File: src/rtl/lsu_pkg.sv
// ============================================================================
// Module   : lsu_pkg
// Brief    : Shared types and constants for the load/store unit controller.
// Revision : 1.0 - initial release
// ============================================================================
`default_nettype none

package lsu_pkg;

    localparam int DATA_W = 32;

    typedef enum logic [2:0] {
        SZ_B  = 3'b000,
        SZ_H  = 3'b001,
        SZ_W  = 3'b010,
        SZ_BU = 3'b100,
        SZ_HU = 3'b101
    } size_e;

    typedef enum logic [1:0] {
        ST_IDLE   = 2'd0,
        ST_ACCESS = 2'd1,
        ST_RESP   = 2'd2
    } state_e;

endpackage

`default_nettype wire

File: src/rtl/lsu_align.sv
// ============================================================================
// Module   : lsu_align
// Brief    : Byte-lane mask, store replication, load extraction, error check.
// Revision : 1.0 - initial release
// ============================================================================
`default_nettype none

module lsu_align
    import lsu_pkg::*;
(
    input  logic              we,
    input  logic [2:0]        funct3,
    input  logic [1:0]        offset,
    input  logic [DATA_W-1:0] wdata,
    input  logic [DATA_W-1:0] mem_rdata,
    output logic [3:0]        mask,
    output logic [DATA_W-1:0] wdata_rep,
    output logic [DATA_W-1:0] rdata_ext,
    output logic              err
);

    logic [DATA_W-1:0] shifted;

    always_comb begin
        shifted   = mem_rdata >> {offset, 3'b000};
        mask      = 4'b0000;
        wdata_rep = '0;
        rdata_ext = '0;
        err       = 1'b0;
        case (funct3)
            SZ_B: begin
                mask      = 4'b0001 << offset;
                wdata_rep = {4{wdata[7:0]}};
                rdata_ext = {{24{shifted[7]}}, shifted[7:0]};
            end
            SZ_H: begin
                mask      = 4'b0011 << offset;
                wdata_rep = {2{wdata[15:0]}};
                rdata_ext = {{16{shifted[15]}}, shifted[15:0]};
                err       = offset[0];
            end
            SZ_W: begin
                mask      = 4'b1111;
                wdata_rep = wdata;
                rdata_ext = mem_rdata;
                err       = |offset;
            end
            // Unsigned sizes have no store form.
            SZ_BU: begin
                mask      = 4'b0001 << offset;
                rdata_ext = {24'd0, shifted[7:0]};
                err       = we;
            end
            SZ_HU: begin
                mask      = 4'b0011 << offset;
                rdata_ext = {16'd0, shifted[15:0]};
                err       = we | offset[0];
            end
            default: err = 1'b1;
        endcase
    end

endmodule

`default_nettype wire

File: src/rtl/lsu_ctrl.sv
// ============================================================================
// Module   : lsu_ctrl
// Brief    : Single-outstanding load/store controller (IDLE/ACCESS/RESP).
// Revision : 1.0 - initial release
// ============================================================================
`default_nettype none

module lsu_ctrl
    import lsu_pkg::*;
(
    input  logic        clk,
    input  logic        rst,
    input  logic        req_valid,
    output logic        req_ready,
    input  logic        req_we,
    input  logic [2:0]  req_funct3,
    input  logic [31:0] req_addr,
    input  logic [31:0] req_wdata,
    output logic        rsp_valid,
    input  logic        rsp_ready,
    output logic [31:0] rsp_rdata,
    output logic        rsp_err,
    output logic        mem_rd_en,
    output logic        mem_wr_en,
    output logic [3:0]  mem_mask,
    output logic [31:0] mem_addr,
    output logic [31:0] mem_wdata,
    input  logic [31:0] mem_rdata
);

    state_e            state_q, state_d;
    logic              we_q, we_d;
    logic [2:0]        funct3_q, funct3_d;
    logic [31:0]       addr_q, addr_d;
    logic [31:0]       wdata_q, wdata_d;
    logic [DATA_W-1:0] rdata_q, rdata_d;
    logic              err_q, err_d;

    logic              is_idle;
    logic              al_we;
    logic [2:0]        al_funct3;
    logic [1:0]        al_offset;
    logic [DATA_W-1:0] al_wdata;
    logic [3:0]        al_mask;
    logic [DATA_W-1:0] al_wdata_rep;
    logic [DATA_W-1:0] al_rdata_ext;
    logic              al_err;

    // In IDLE the aligner sees the incoming request so its error flag can
    // steer the accept; afterwards it works from the captured request.
    assign is_idle   = (state_q == ST_IDLE);
    assign al_we     = is_idle ? req_we         : we_q;
    assign al_funct3 = is_idle ? req_funct3     : funct3_q;
    assign al_offset = is_idle ? req_addr[1:0]  : addr_q[1:0];
    assign al_wdata  = is_idle ? req_wdata      : wdata_q;

    lsu_align u_align (
        .we        (al_we),
        .funct3    (al_funct3),
        .offset    (al_offset),
        .wdata     (al_wdata),
        .mem_rdata (mem_rdata),
        .mask      (al_mask),
        .wdata_rep (al_wdata_rep),
        .rdata_ext (al_rdata_ext),
        .err       (al_err)
    );

    always_comb begin
        req_ready = 1'b0;
        rsp_valid = 1'b0;
        rsp_rdata = '0;
        rsp_err   = 1'b0;
        mem_rd_en = 1'b0;
        mem_wr_en = 1'b0;
        mem_mask  = 4'b0000;
        mem_addr  = '0;
        mem_wdata = '0;
        state_d   = state_q;
        we_d      = we_q;
        funct3_d  = funct3_q;
        addr_d    = addr_q;
        wdata_d   = wdata_q;
        rdata_d   = rdata_q;
        err_d     = err_q;

        if (!rst) begin
            case (state_q)
                ST_IDLE:   req_ready = 1'b1;
                ST_ACCESS: begin
                    mem_rd_en = ~we_q;
                    mem_wr_en = we_q;
                    mem_mask  = al_mask;
                    mem_addr  = {2'b00, addr_q[31:2]};
                    mem_wdata = we_q ? al_wdata_rep : '0;
                end
                ST_RESP: begin
                    rsp_valid = 1'b1;
                    rsp_rdata = rdata_q;
                    rsp_err   = err_q;
                end
                default: ;
            endcase
        end

        case (state_q)
            ST_IDLE: begin
                if (req_valid && req_ready) begin
                    we_d     = req_we;
                    funct3_d = req_funct3;
                    addr_d   = req_addr;
                    wdata_d  = req_wdata;
                    rdata_d  = '0;
                    err_d    = al_err;
                    state_d  = al_err ? ST_RESP : ST_ACCESS;
                end
            end
            ST_ACCESS: begin
                rdata_d = we_q ? '0 : al_rdata_ext;
                state_d = ST_RESP;
            end
            ST_RESP: begin
                if (rsp_ready) state_d = ST_IDLE;
            end
            default: state_d = ST_IDLE;
        endcase
    end

    always_ff @(posedge clk) begin
        if (rst) begin
            state_q  <= ST_IDLE;
            we_q     <= 1'b0;
            funct3_q <= 3'b000;
            addr_q   <= '0;
            wdata_q  <= '0;
            rdata_q  <= '0;
            err_q    <= 1'b0;
        end else begin
            state_q  <= state_d;
            we_q     <= we_d;
            funct3_q <= funct3_d;
            addr_q   <= addr_d;
            wdata_q  <= wdata_d;
            rdata_q  <= rdata_d;
            err_q    <= err_d;
        end
    end

endmodule

`default_nettype wire

File: config.mk
export PLATFORM = sky130hd
export DESIGN_NAME = lsu_ctrl
export DESIGN_NICKNAME = d
export VERILOG_FILES = /design/src/rtl/lsu_pkg.sv /design/src/rtl/lsu_align.sv /design/src/rtl/lsu_ctrl.sv
export SDC_FILE = /design/constraint.sdc
export NUM_CORES = 1
export LEC_CHECK = 0
export BUFFER_PORTS_ARGS = -buffer_cell sky130_fd_sc_hd__buf_2
export CORE_MARGIN = 8
export CORE_UTILIZATION = 50
export DETAILED_ROUTE_END_ITERATION = 7
export MAX_ROUTING_LAYER = met4
export PLACE_DENSITY = 0.81
export SLEW_MARGIN = 30
export SYNTH_ARGS = -nofsm -noshare
export SYNTH_HDL_FRONTEND = slang
export SYNTH_SLANG_ARGS = --single-unit
File: constraint.sdc
create_clock -name clk -period 5.53 [get_ports clk]
set_input_delay 0.553 -clock clk [delete_from_list [all_inputs] [get_ports clk]]
set_output_delay 0.553 -clock clk [all_outputs]
set_load 0.05 [all_outputs]
Word level (Yosys, flattened, before mapping)
Cells that the tools add are included.
- register bits: 103
- equal/unequal tests: 8
- shifts and indexed selects: 3
- multiplexer cells: 34
- bitwise logic cells: 2
- reduce and logical (&&, ||, !) cells: 10
- operators by type and width (operator ; number):
    $mux 32 ; 8
    $pmux 32 s5 ; 1
    $pmux 32 s3 ; 1
    $pmux 32 s2 ; 1
    $mux 30 ; 2
    $shr 32x5->16 ; 1
    $pmux 4 s3 ; 1
    $mux 1 ; 11
    $mux 2 ; 4
    $mux 4 ; 2
    $eq 3x3->1 const B ; 2
    $pmux 2 s3 ; 1
    $reduce_and 2->1 ; 3
    $reduce_or 2->1 ; 3
    $pmux 1 s5 ; 1
    $shl 1x2->4 const A ; 1
    $shl 2x2->4 const A ; 1
    $eq 3x1->1 const B ; 1
    $eq 3x2->1 const B ; 1
    $logic_not 3->1 ; 1
    $mux 3 ; 1
    $eq 2x1->1 const B ; 1
    $eq 2x2->1 const B ; 1
    $logic_not 2->1 ; 1
    6 further kinds ; 6

Longest topological paths before layout
- word-level depth: 7
- gate-level depth with buffers: 10
- mapped depth without buffers: 6

Hierarchy
A second synthesis with hierarchy kept.
- cells, all modules: 684
- area, all modules: 6611.3 um2
- by module, submodules not included (module ; times used ; cells each ; area an instance (um2) ; seq. area each (um2)):
    lsu_ctrl ; 1 ; 470 ; 5306.3 ; 2062.0
    lsu_align ; 1 ; 214 ; 1305.0 ; 0.0

Worst setup path after synthesis
OpenSTA, ideal clock, no wires.
- kind: input port to output port
- from: input rst
- to: output mem_wdata[16]
- arrival time: 3.065 ns
- slack: 1.912 ns
- stages: 7
- path buffers: 2
- cells stage by stage: clkbuf_1 -> inv_1 -> nand2_1 -> nor2_1 -> o21ai_1 -> buf_4 -> nor2_1
- longest elaborated chain between the ends: 1
- RTL lines (what ; line ; text):
    from (decl) ; lsu_ctrl.sv:12 ; input logic rst,
    $mux 32 ; lsu_ctrl.sv:87 ; if (!rst) begin
    to (decl) ; lsu_ctrl.sv:27 ; output logic [31:0] mem_wdata,
No other way between the ends.

Final worst setup path
- from: register state_q[1]
- to: output mem_wdata[15]
- longest elaborated chain between the ends: 7
- elaborated cells between the ends (all ways): 11
- RTL lines (what ; line ; text):
    from (decl) ; lsu_ctrl.sv:31 ; state_e state_q, state_d;
    from (signal assigned) ; lsu_ctrl.sv:139 ; state_q <= state_d;
    $logic_not 2->1 ; lsu_ctrl.sv:51 ; assign is_idle = (state_q == ST_IDLE);
    $mux 3 ; lsu_ctrl.sv:53 ; assign al_funct3 = is_idle ? req_funct3 : funct3_q;
    $eq 3x2->1 (tied with other cells) ; lsu_align.sv:30 ; case (funct3)
    $pmux 32 s3 ; lsu_align.sv:30 ;
    $mux 32 ; lsu_ctrl.sv:95 ; mem_wdata = we_q ? al_wdata_rep : '0;
    $mux 32 (*) ; lsu_ctrl.sv:88 ; case (state_q)
    $mux 32 (*) ; lsu_ctrl.sv:87 ;
Every way passes the cells marked *; elsewhere a longest branch is shown, timed or not.

==> summary.txt <==
Global route
  • Grt total ovfl: 0
  • Total GRT Usage: 22.9%
  • Global-route wire length before repair: 26,900 µm
  • Initial antenna violation count: 3
  • Largest net degree at the start of global routing: 83
  • Vias in the first global route: 5,412

Critical path
  • Worst setup SP type: flip-flop
  • Kind of cell adding the most delay to the critical path: simple AND/OR/NAND/NOR gates
  • CP max stage cell: a21oi_1
  • Worst-path cell chain: nor2_4 -> mux2_2 -> and2_1 -> a21oi_1 -> o22ai_1 -> nor2b_1 -> buf_2
  • Buf+Inv Stages, Crit Path: 1
  • CP arrival: 3.37 ns
  • Critical path class: flip-flop to output pin
  • Crit path required time: 4.98 ns
  • Crit Path Max Fanout: 23
  • Crit end category: output pin
  • CP max stage delay: 0.73 ns

Synthesis
  • Dominant synthesized flop cell: dfxtp_1
  • Number of instances in the synthesized netlist: 755
  • Synth cell types: 49
  • Synth warn: 0
  • Avg Inst Size Synth: 7.48 µm²
  • Number of synthesized flops with an enable pin: 0
  • FF+latch count, synth: 103
  • Share of the synthesized area in the top cell type: 36.5%
  • Sequential area share after synthesis: 36.5%
  • Asr flop ratio synth: 0%
  • Syn Std Cell Area: 0.00565 mm²
  • Largest cells by area after synthesis: dfxtp_1 (37%), nand2_1 (13%), o21ai_0 (7.8%)
  • Cell taking the most area after synthesis: dfxtp_1

Routing
  • DR vias: 5,967
  • Vias per std cell: 5.57
  • Routed wire length: 17,400 µm
  • DRT Pass-1 Iters: 5
  • Remaining DRCs: 0
  • DR WL/cell: 16.2 µm
  • Initial drt markers: 728
  • Final ANT Viol Nets: 0

Power
  • Peak supply drop: 0.135 mV
  • Net Sw Power: 626 µW
  • Logic pwr share: 25.1%
  • Sw frac: 31.6%
  • Seq pwr share: 41.9%
  • Leak pwr: 3.18 nW
  • Clock share of power: 33.0%
  • Int Power: 1.35 mW
  • P per Cell Area: 284 mW/mm²

Clock tree
  • Reg clk slew, reported paths: 0.07 ns
  • Clock Sink Count: 103
  • Skew-Pair Late Insertion Delay: 0.34 ns
  • Post-CTS resize count: 0
  • Num CTS Buffers: 9
  • # hold bufs at CTS: 0
  • Post CTS Setup Buffer Count: 0
  • CTS tree: done
  • CTS Buffer Depth: 2
  • Htree depth: 3
  • Root buf cell: clkbuf_16

STA
  • Final slew viol count: 0
  • Final setup TNS: 0 ns
  • Final Cycle Share: 70.9%
  • Final hold violation count: 0
  • Max Freq: 0.255 GHz
  • Clk_skew: 0.00806 ns
  • PnR worst setup slack: 1.61 ns
  • Finish-stage setup viols: 0
  • Unrepaired setup endpoints after global routing: no
  • Worst relative slew slack: 45.0%
  • Slew @ Worst Pin: 0.824 ns
  • Tmin final: 3.92 ns

Die
  • Core area: 0.0112 mm²
  • # rows: 39
  • I/O pin cnt: 209
  • Die ar.: 0.0150 mm²
  • Die Width: 122 µm
  • Initial core utilization: 50.3%
  • Die H: 122 µm

Layout
  • Most frequent cells in the layout: buf_2 (206), nand2_1 (195), dfxtp_1 (103), nor2_1 (99), o21ai_0 (88)
  • Final nets: 1,025
  • Commonest non-fill, non-tap cell in the layout: buf_2
  • Layout area overhead: 23.5%
  • Fraction of layout instances using a drive strength above 1: 27.5%

Job
  • MaxCap Viol Count: 0

Run status
  • Status: complete, no violations

Placement
  • Placer Congestion: 0.965
  • DP Worst Slack: 1.93 ns
  • Dpl hpwl: 12,800 µm
  • IO Port Bufs: 206

Hold path
  • Hold Path Class: input port to flip-flop
sequential cells by signal, summed over array words and instances, names as in the netlist:
register / count
addr_q: 32
err_q: 1
funct3_q: 3
rdata_q: 32
state_q: 2
wdata_q: 32
we_q: 1
layer usage:
layer  global-route usage, %  vias up  part of all wire [%]
met1                    28.9     2708                    42
met2                    34.0      292                    45
met3                    5.20       43                   9.5
li1                        -     2924                     -
met4                    11.1        0                   3.5
met5                       -        -                     0
power by group through the flow:
stage | Sequential, mW | Combinational (mW) | Clock (mW)
global placement | 0.843 | 0.480 | 0
CTS | 0.829 | 0.492 | 0.666
finish | 0.829 | 0.496 | 0.654
global route | 0.835 | 0.541 | 0.693
floorplan | 0.835 | 0.373 | 0
detailed placement | 0.845 | 0.489 | 0
per-stage QoR:
stage | utilization [%] | instances | total power, mW | cell area, µm² | hold slack [ns]
2_1_floorplan | - | 756 | 1.21 | 5650 | 0.417
3_3_place_gp | 59.1 | 1052 | 1.32 | 6640 | 0.429
3_5_place_dp | 59.4 | 1053 | 1.33 | 6660 | 0.437
4_1_cts | 62.1 | 1069 | 1.99 | 6970 | 0.392
5_1_grt | 62.1 | 1072 | 2.07 | 6970 | 0.399
6_report | 62.1 | 1072 | 1.98 | 6970 | 0.404
worst min-delay path: cells and delay by family:
| family | cells | cell delay [ns] |
|---|---|---|
| AND/OR/NAND/NOR | 1 | 0.04 |
| AO/OA/AOI/OAI | 1 | 0.05 |
| buffers and inverters | 1 | 0.07 |
cells in the mapped netlist, drive strengths merged (2+ instances only):
cell,n
mux2i,43
nor2b,3
a22oi,16
a221oi,21
o22a,7
a221o,7
or2,2
o21ai,91
o21a,5
a21oi,8
buf,21
nor2,100
a32oi,2
or4b,2
clkbuf,39
dfxtp,103
inv,3
o22ai,9
a22o,7
nand2b,5
and2,33
nand2,196
o31ai,2
nor3,8
nand3,7
a31oi,5
or4,2
kinds of logic (layout without fill, tap and decap cells):
logic type / Yosys count / after routing / share of synthesized area [%]
and+or+nand+nor: 361 / 361 / 27.2
AOI/OAI and AO/OA: 182 / 182 / 22.5
DFF: 103 / 103 / 36.5
buffers and inverters: 63 / 233 / 5.29
muxes: 45 / 45 / 8.44
other: 1 / 5 / 0.0664
layout make-up:
class                      count  area (µm²)
fill                        1058        4250
multi-input combinational    590        3300
sequential                   103        2060
timing repair buffer         214        1110
clock buffer                  14         264
tap                          143         179
clock inverter                 2        38.8
inverter                       3        11.3
antenna                        3        7.51
path summary, 6_finish.rpt:
kind	startpoint	end	slack (ns)	cells past startpoint
worst min register to register	rdata_q[10]$_SDFFE_PP0P_	rdata_q[10]$_SDFFE_PP0P_	0.45	2
worst min-delay path	req_addr[12]	addr_q[12]$_SDFFE_PP0P_	0.40	3
worst max-delay path	state_q[1]$_SDFFE_PP0P_	mem_wdata[15]	1.61	7
worst max register to register	state_q[1]$_SDFFE_PP0P_	rdata_q[30]$_SDFFE_PP0P_	2.50	6
No activity file was read; power rests on OpenSTA's default activity.
